===== config.mk =====
export PLATFORM = sky130hd
export DESIGN_NAME = alu_reg_seq_flat
export DESIGN_NICKNAME = d
export VERILOG_FILES = /design/src/rtl/alu_reg_seq_if.sv /design/src/rtl/alu_reg_seq.sv /design/src/flat_wrapper.sv
export SDC_FILE = /design/constraint.sdc
export NUM_CORES = 1
export LEC_CHECK = 0
export BUFFER_PORTS_ARGS = -buffer_cell sky130_fd_sc_hd__buf_2
export CORE_ASPECT_RATIO = 1.1
export CORE_MARGIN = 2
export CORE_UTILIZATION = 54
export CTS_BUF_LIST = sky130_fd_sc_hd__clkbuf_4 sky130_fd_sc_hd__clkbuf_8 sky130_fd_sc_hd__clkbuf_16
export DETAILED_ROUTE_END_ITERATION = 6
export PLACE_DENSITY_LB_ADDON = 0.2
export SYNTH_ARGS = -nofsm -noshare
export SYNTH_HDL_FRONTEND = slang
export SYNTH_SLANG_ARGS = --single-unit

===== constraint.sdc =====
create_clock -name Clock -period 2.3 [get_ports Clock]
set_input_delay 0.46 -clock Clock [delete_from_list [all_inputs] [get_ports Clock]]
set_output_delay 0.46 -clock Clock [all_outputs]
set_load 0.01 [all_outputs]

===== src/rtl/alu_reg_seq_if.sv =====
// Operand/result bundle between the board switch/key logic and alu_reg_seq.
// Handshake: Go is a request that is accepted on any posedge where Busy=0; Done pulses for one cycle when ALUout carries the new result.
interface alu_reg_seq_if #(
    parameter int WIDTH = 4
);
    localparam int OUT_W = 2 * WIDTH;

    logic             Go;
    logic [WIDTH-1:0] Data;
    logic [2:0]       Function;
    logic [OUT_W-1:0] ALUout;
    logic             Busy;
    logic             Done;
    logic             Zero;

    modport master (output Go, Data, Function, input ALUout, Busy, Done, Zero);
    modport slave  (input Go, Data, Function, output ALUout, Busy, Done, Zero);
endinterface


===== src/rtl/alu_reg_seq.sv =====
// Registered WIDTH-bit ALU with 2*WIDTH accumulator and an iterative shift-add multiplier.
// Optional macro ALU_ZERO_FLAG_EN adds a registered ALUout==0 flag on Zero.
module alu_reg_seq #(
    parameter int WIDTH = 4
) (
    input  logic         Clock,
    input  logic         Reset,
    alu_reg_seq_if.slave bus,
    output logic [0:0]   dbg_state
);
    localparam int OUT_W = 2 * WIDTH;
    localparam int CNT_W = $clog2(WIDTH + 1);

    localparam logic [0:0] S_IDLE = 1'b0;
    localparam logic [0:0] S_MUL  = 1'b1;

    logic [0:0]       state_q, state_d;
    logic [OUT_W-1:0] alu_out_q, alu_out_d;
    logic             done_q, done_d;
    logic [OUT_W-1:0] mcand_q, mcand_d;
    logic [OUT_W-1:0] prod_q, prod_d;
    logic [WIDTH-1:0] mplier_q, mplier_d;
    logic [CNT_W-1:0] cnt_q, cnt_d;

    logic [WIDTH-1:0] b_op;
    logic [OUT_W-1:0] a_ext;
    logic [OUT_W-1:0] b_ext;
    logic [OUT_W-1:0] op_result;
    logic [OUT_W-1:0] step_sum;

    always_comb begin
        b_op      = alu_out_q[WIDTH-1:0];
        a_ext     = OUT_W'(bus.Data);
        b_ext     = OUT_W'(b_op);
        op_result = alu_out_q;
        case (bus.Function)
            3'b000:  op_result = a_ext + b_ext;
            3'b001:  op_result = a_ext - b_ext;
            3'b010:  op_result = {{WIDTH{b_op[WIDTH-1]}}, b_op};
            3'b011:  op_result = OUT_W'(|{bus.Data, b_op});
            3'b100:  op_result = OUT_W'(&{bus.Data, b_op});
            3'b101:  op_result = (int'(b_op) >= OUT_W) ? '0 : (a_ext << b_op);
            default: op_result = alu_out_q;
        endcase
    end

    // Multiplicand walks left while the multiplier drains right; LSB selects the add.
    assign step_sum = prod_q + (mplier_q[0] ? mcand_q : '0);

    always_comb begin
        state_d   = state_q;
        alu_out_d = alu_out_q;
        done_d    = 1'b0;
        mcand_d   = mcand_q;
        prod_d    = prod_q;
        mplier_d  = mplier_q;
        cnt_d     = cnt_q;
        case (state_q)
            S_IDLE: begin
                if (bus.Go) begin
                    if (bus.Function == 3'b110) begin
                        mcand_d  = a_ext;
                        mplier_d = b_op;
                        prod_d   = '0;
                        cnt_d    = '0;
                        state_d  = S_MUL;
                    end else begin
                        alu_out_d = op_result;
                        done_d    = 1'b1;
                    end
                end
            end
            S_MUL: begin
                prod_d   = step_sum;
                mcand_d  = mcand_q << 1;
                mplier_d = mplier_q >> 1;
                cnt_d    = cnt_q + CNT_W'(1);
                if (cnt_q == CNT_W'(WIDTH - 1)) begin
                    alu_out_d = step_sum;
                    done_d    = 1'b1;
                    state_d   = S_IDLE;
                end
            end
            default: state_d = S_IDLE;
        endcase
    end

    always_ff @(posedge Clock) begin
        if (Reset) begin
            state_q   <= S_IDLE;
            alu_out_q <= '0;
            done_q    <= 1'b0;
            mcand_q   <= '0;
            prod_q    <= '0;
            mplier_q  <= '0;
            cnt_q     <= '0;
        end else begin
            state_q   <= state_d;
            alu_out_q <= alu_out_d;
            done_q    <= done_d;
            mcand_q   <= mcand_d;
            prod_q    <= prod_d;
            mplier_q  <= mplier_d;
            cnt_q     <= cnt_d;
        end
    end

`ifdef ALU_ZERO_FLAG_EN
    logic zero_q, zero_d;

    assign zero_d = (alu_out_d == '0);

    always_ff @(posedge Clock) begin
        if (Reset) begin
            zero_q <= 1'b1;
        end else begin
            zero_q <= zero_d;
        end
    end

    assign bus.Zero = zero_q;
`else
    assign bus.Zero = 1'b0;
`endif

    assign bus.ALUout = alu_out_q;
    assign bus.Busy   = (state_q == S_MUL);
    assign bus.Done   = done_q;
    assign dbg_state  = state_q;
endmodule


===== src/flat_wrapper.sv =====
// flat-port wrapper written by rule: the top's interface ports become plain ports
module alu_reg_seq_flat 
#(
    parameter int WIDTH = 4
)
  (Clock, Reset, dbg_state, bus_Go, bus_Data, bus_Function, bus_ALUout, bus_Busy, bus_Done, bus_Zero);
  alu_reg_seq_if #(.WIDTH(WIDTH)) bus_i ();
  input  logic Clock;
  input  logic Reset;
  output logic [0:0] dbg_state;
  input wire logic [$bits(bus_i.Go)-1:0] bus_Go;
  input wire logic [$bits(bus_i.Data)-1:0] bus_Data;
  input wire logic [$bits(bus_i.Function)-1:0] bus_Function;
  output wire logic [$bits(bus_i.ALUout)-1:0] bus_ALUout;
  output wire logic [$bits(bus_i.Busy)-1:0] bus_Busy;
  output wire logic [$bits(bus_i.Done)-1:0] bus_Done;
  output wire logic [$bits(bus_i.Zero)-1:0] bus_Zero;
  assign bus_i.Go = bus_Go;
  assign bus_i.Data = bus_Data;
  assign bus_i.Function = bus_Function;
  assign bus_ALUout = bus_i.ALUout;
  assign bus_Busy = bus_i.Busy;
  assign bus_Done = bus_i.Done;
  assign bus_Zero = bus_i.Zero;
  alu_reg_seq #(.WIDTH(WIDTH)) u_core (.Clock(Clock), .Reset(Reset), .bus(bus_i), .dbg_state(dbg_state));
endmodule

==> impl_metrics.json <==
{
  "drt-pass1-iter-count": 4,
  "final_nets": 364,
  "slew_viol_final": 0,
  "clkPwrFrac_pct": 40.3,
  "cp_data_required_time_ps": 2500,
  "hp-start": "u_core.prod_q[5]$_SDFFE_PP0P_",
  "status": "completed",
  "switching_share_pct": 26.4,
  "total_power_uw": 1440,
  "path_cells": "and2_1 > ha_1 > fa_2 > buf_4 > a21o_1 > a21oi_1 > xnor2_1 > a211oi_2 > a211oi_1",
  "cts.sink_count": 33,
  "combPwrFrac_pct": 18.2,
  "peakVddDrop_mv": 0.366,
  "rsz0062_at_grt": "true",
  "fin_skew_ps": 7.19,
  "ys_ff_latch": 33,
  "avgSynthCellArea_sq_um": 7.86,
  "die_h_um": 74.7,
  "worstPathMaxFanout": 3,
  "cts.htree.levels": 2,
  "synth.yosys.seq_area_share_pct": 26.9,
  "power_frac_seq_pct": 41.5,
  "grt_antenna_before_repair": 0,
  "finalCriticalPeriod_ps": 2190,
  "cts_tree": "done",
  "netlist_area_sq_um": 2450,
  "cp.arrival_ps": 2380,
  "grtUsageTotal_pct": 25.8,
  "top_usage_layer": "met2",
  "period_share_pct": 95.1,
  "root_buffer": "clkbuf_8",
  "cp_slowest_stage_delay_ps": 370,
  "core_sq_um": 4350,
  "overflow": 0,
  "slew_headroom_pct": 56.7,
  "cts_hold_buf": 0,
  "hold_path_class": "reg -> reg",
  "criticalPathCategory": "reg -> reg",
  "synthesis.nets": 343,
  "final_core_utilization_pct": 63.8,
  "numCtsBuffers": 5,
  "fmax_mhz": 457,
  "ys.flop_type": "dfxtp_1",
  "final-hold-violation-count": 0,
  "cap_violations": 0,
  "use_met1_pct": 34.7,
  "finalSetupViolations": 0,
  "clk_latency_ps": 290,
  "fp.dieW_um": 68.3,
  "totalWireLength_um": 5980,
  "async_reset_ff_share_pct": 0,
  "io_buffer_count": 20,
  "grt_first_pass_wirelength_um": 9850,
  "crit_buf_inv": 1,
  "areaGrowthSynthToFinish_pct": 13.1,
  "slowest_stage": "fa_2",
  "crit_path_start_kind": "flop",
  "dp.cells": 380,
  "remaining_drc_errors": 0,
  "dr_total_vias": 2309,
  "synth_edf_count": 0,
  "ys_warn_count": 0,
  "initial_core_util_pct": 56.4,
  "grt_pass1_vias": 2091,
  "grt_max_degree": 26,
  "p_int_uw": 1060,
  "ios": 22,
  "fin_cells": 388,
  "core.rowCount": 25,
  "critPathLaunch": "u_core.mcand_q[0]$_SDFFE_PP0P_",
  "cts.path.max_buffers": 2,
  "syn_inst": 312,
  "antenna_left": 0,
  "antennaDiodeCount": 0,
  "initialDrtViolationCount": 187,
  "cpLargestDelayFamily": "compound AO/OA/AOI/OAI gates",
  "synth.distinct_cells": 60,
  "switching_power_uw": 379,
  "layout-drive-gt1-share_pct": 18.6,
  "use_met2_pct": 41.7,
  "wl_per_cell_um": 15.4,
  "routabilityCongestion": 0.891,
  "dp_hpwl_um": 4500,
  "p_per_area_nw_per_um2": 518,
  "cp-end-kind": "flop",
  "reg2reg_from": "u_core.mcand_q[0]$_SDFFE_PP0P_",
  "viasPerCell": 5.95,
  "met3_usage_pct": 5.08,
  "p_leak_uw": 0.00113,
  "clkTransAtPathRegs_ps": 70,
  "dieArea_sq_um": 5100,
  "tightest_slew_ps": 646
}
-- tightest hold or removal path: stages (launching register included) --
cell and delay (ps):
dfxtp_1 320, nand2_1 50, a21oi_1 50
-- metal layers --
layer	routed length, um	part of all wire [%]
met1	2750	46
met2	2850	48
met3	281	4.7
met4	99	1.7
met5	0	0
-- cell type report --
class / instances / area, sq um
clock buffer: 7 / 90.1
clock inverter: 1 / 30.0
fill: 424 / 1570
inverter: 14 / 52.6
multi-input combinational: 245 / 1670
sequential: 33 / 661
tap: 54 / 67.6
timing repair buffer: 34 / 205
-- registers in the layout, summed over array words and instances (netlist names) --
register           cells
u_core.bus.Done        1
u_core.prod_q          8
u_core.bus.ALUout      8
u_core.mplier_q        4
u_core.bus.Busy        1
u_core.cnt_q           3
u_core.mcand_q         8
-- per-stage QoR --
step           setup TNS [ps]  hold WS (ps)  setup WS [ps]  cell area (sq um)
2_1_floorplan               0           437            117               2450
3_3_place_gp            -14.7           448          -14.7               2630
3_5_place_dp            -27.7           454          -27.7               2630
4_1_cts                     0           464           16.8               2750
5_1_grt                 -48.4           484          -48.4               2770
6_report                    0           465            114               2770
-- synthesized netlist by cell type, drive strengths merged, types with 8 or more instances --
cell type | n | area share, %
nand3 | 14 | 2.9
ha | 18 | 9.2
o21ai | 9 | 1.8
clkbuf | 9 | 1.4
inv | 14 | 2.1
buf | 11 | 2.5
nand2 | 35 | 5.4
nand2b | 8 | 2.0
dfxtp | 33 | 27
a21oi | 32 | 6.5
a211oi | 9 | 2.8
nor2 | 27 | 4.1
and2 | 9 | 2.3
-- final timing paths --
kind                                       endpoint  slack [ps]  cells past startpoint
setup reg to reg  u_core.bus.ALUout[4]$_SDFFE_PP0P_         110                      9
setup / recovery  u_core.bus.ALUout[4]$_SDFFE_PP0P_         110                      9
hold reg to reg       u_core.prod_q[5]$_SDFFE_PP0P_         460                      2
hold / removal        u_core.prod_q[5]$_SDFFE_PP0P_         460                      2
-- timing repair --
action	in CTS	in global routing
setup endpoints to repair	0	7
setup buffers	0	0
gates resized for setup	0	5
-- cells by family (layout without fill, tap and decap cells) --
kind of cell / count (synthesis) / count (layout) / synth area share (%)
and+or+nand+nor: 120 / 120 / 24.3
DFF: 33 / 33 / 26.9
adders and majority gates: 21 / 21 / 11.6
buffers and inverters: 34 / 56 / 6.02
other: 1 / 1 / 0.153
muxes: 11 / 11 / 5.31
AOI/OAI and AO/OA: 86 / 86 / 23.5
xor gates and xnor gates: 6 / 6 / 2.14
-- power by group through the flow --
stage	clock network [uW]	logic [uW]	registers (uW)
after floorplan	0	168	617
after global placement	0	252	610
after detailed placement	0	256	610
after CTS	588	258	597
after global routing	618	290	599
final	579	261	597
-- layout by cell type, fill, tap and decap left out, types with 9 or more instances in the layout --
| cell | count |
|---|---|
| ha_1 | 18 |
| nand3_1 | 14 |
| buf_4 | 14 |
| nor2_1 | 27 |
| inv_1 | 14 |
| and2_1 | 9 |
| nand2_1 | 35 |
| a21oi_1 | 32 |
| dfxtp_1 | 33 |
| buf_2 | 20 |
Power figures use the tool's default switching activity.
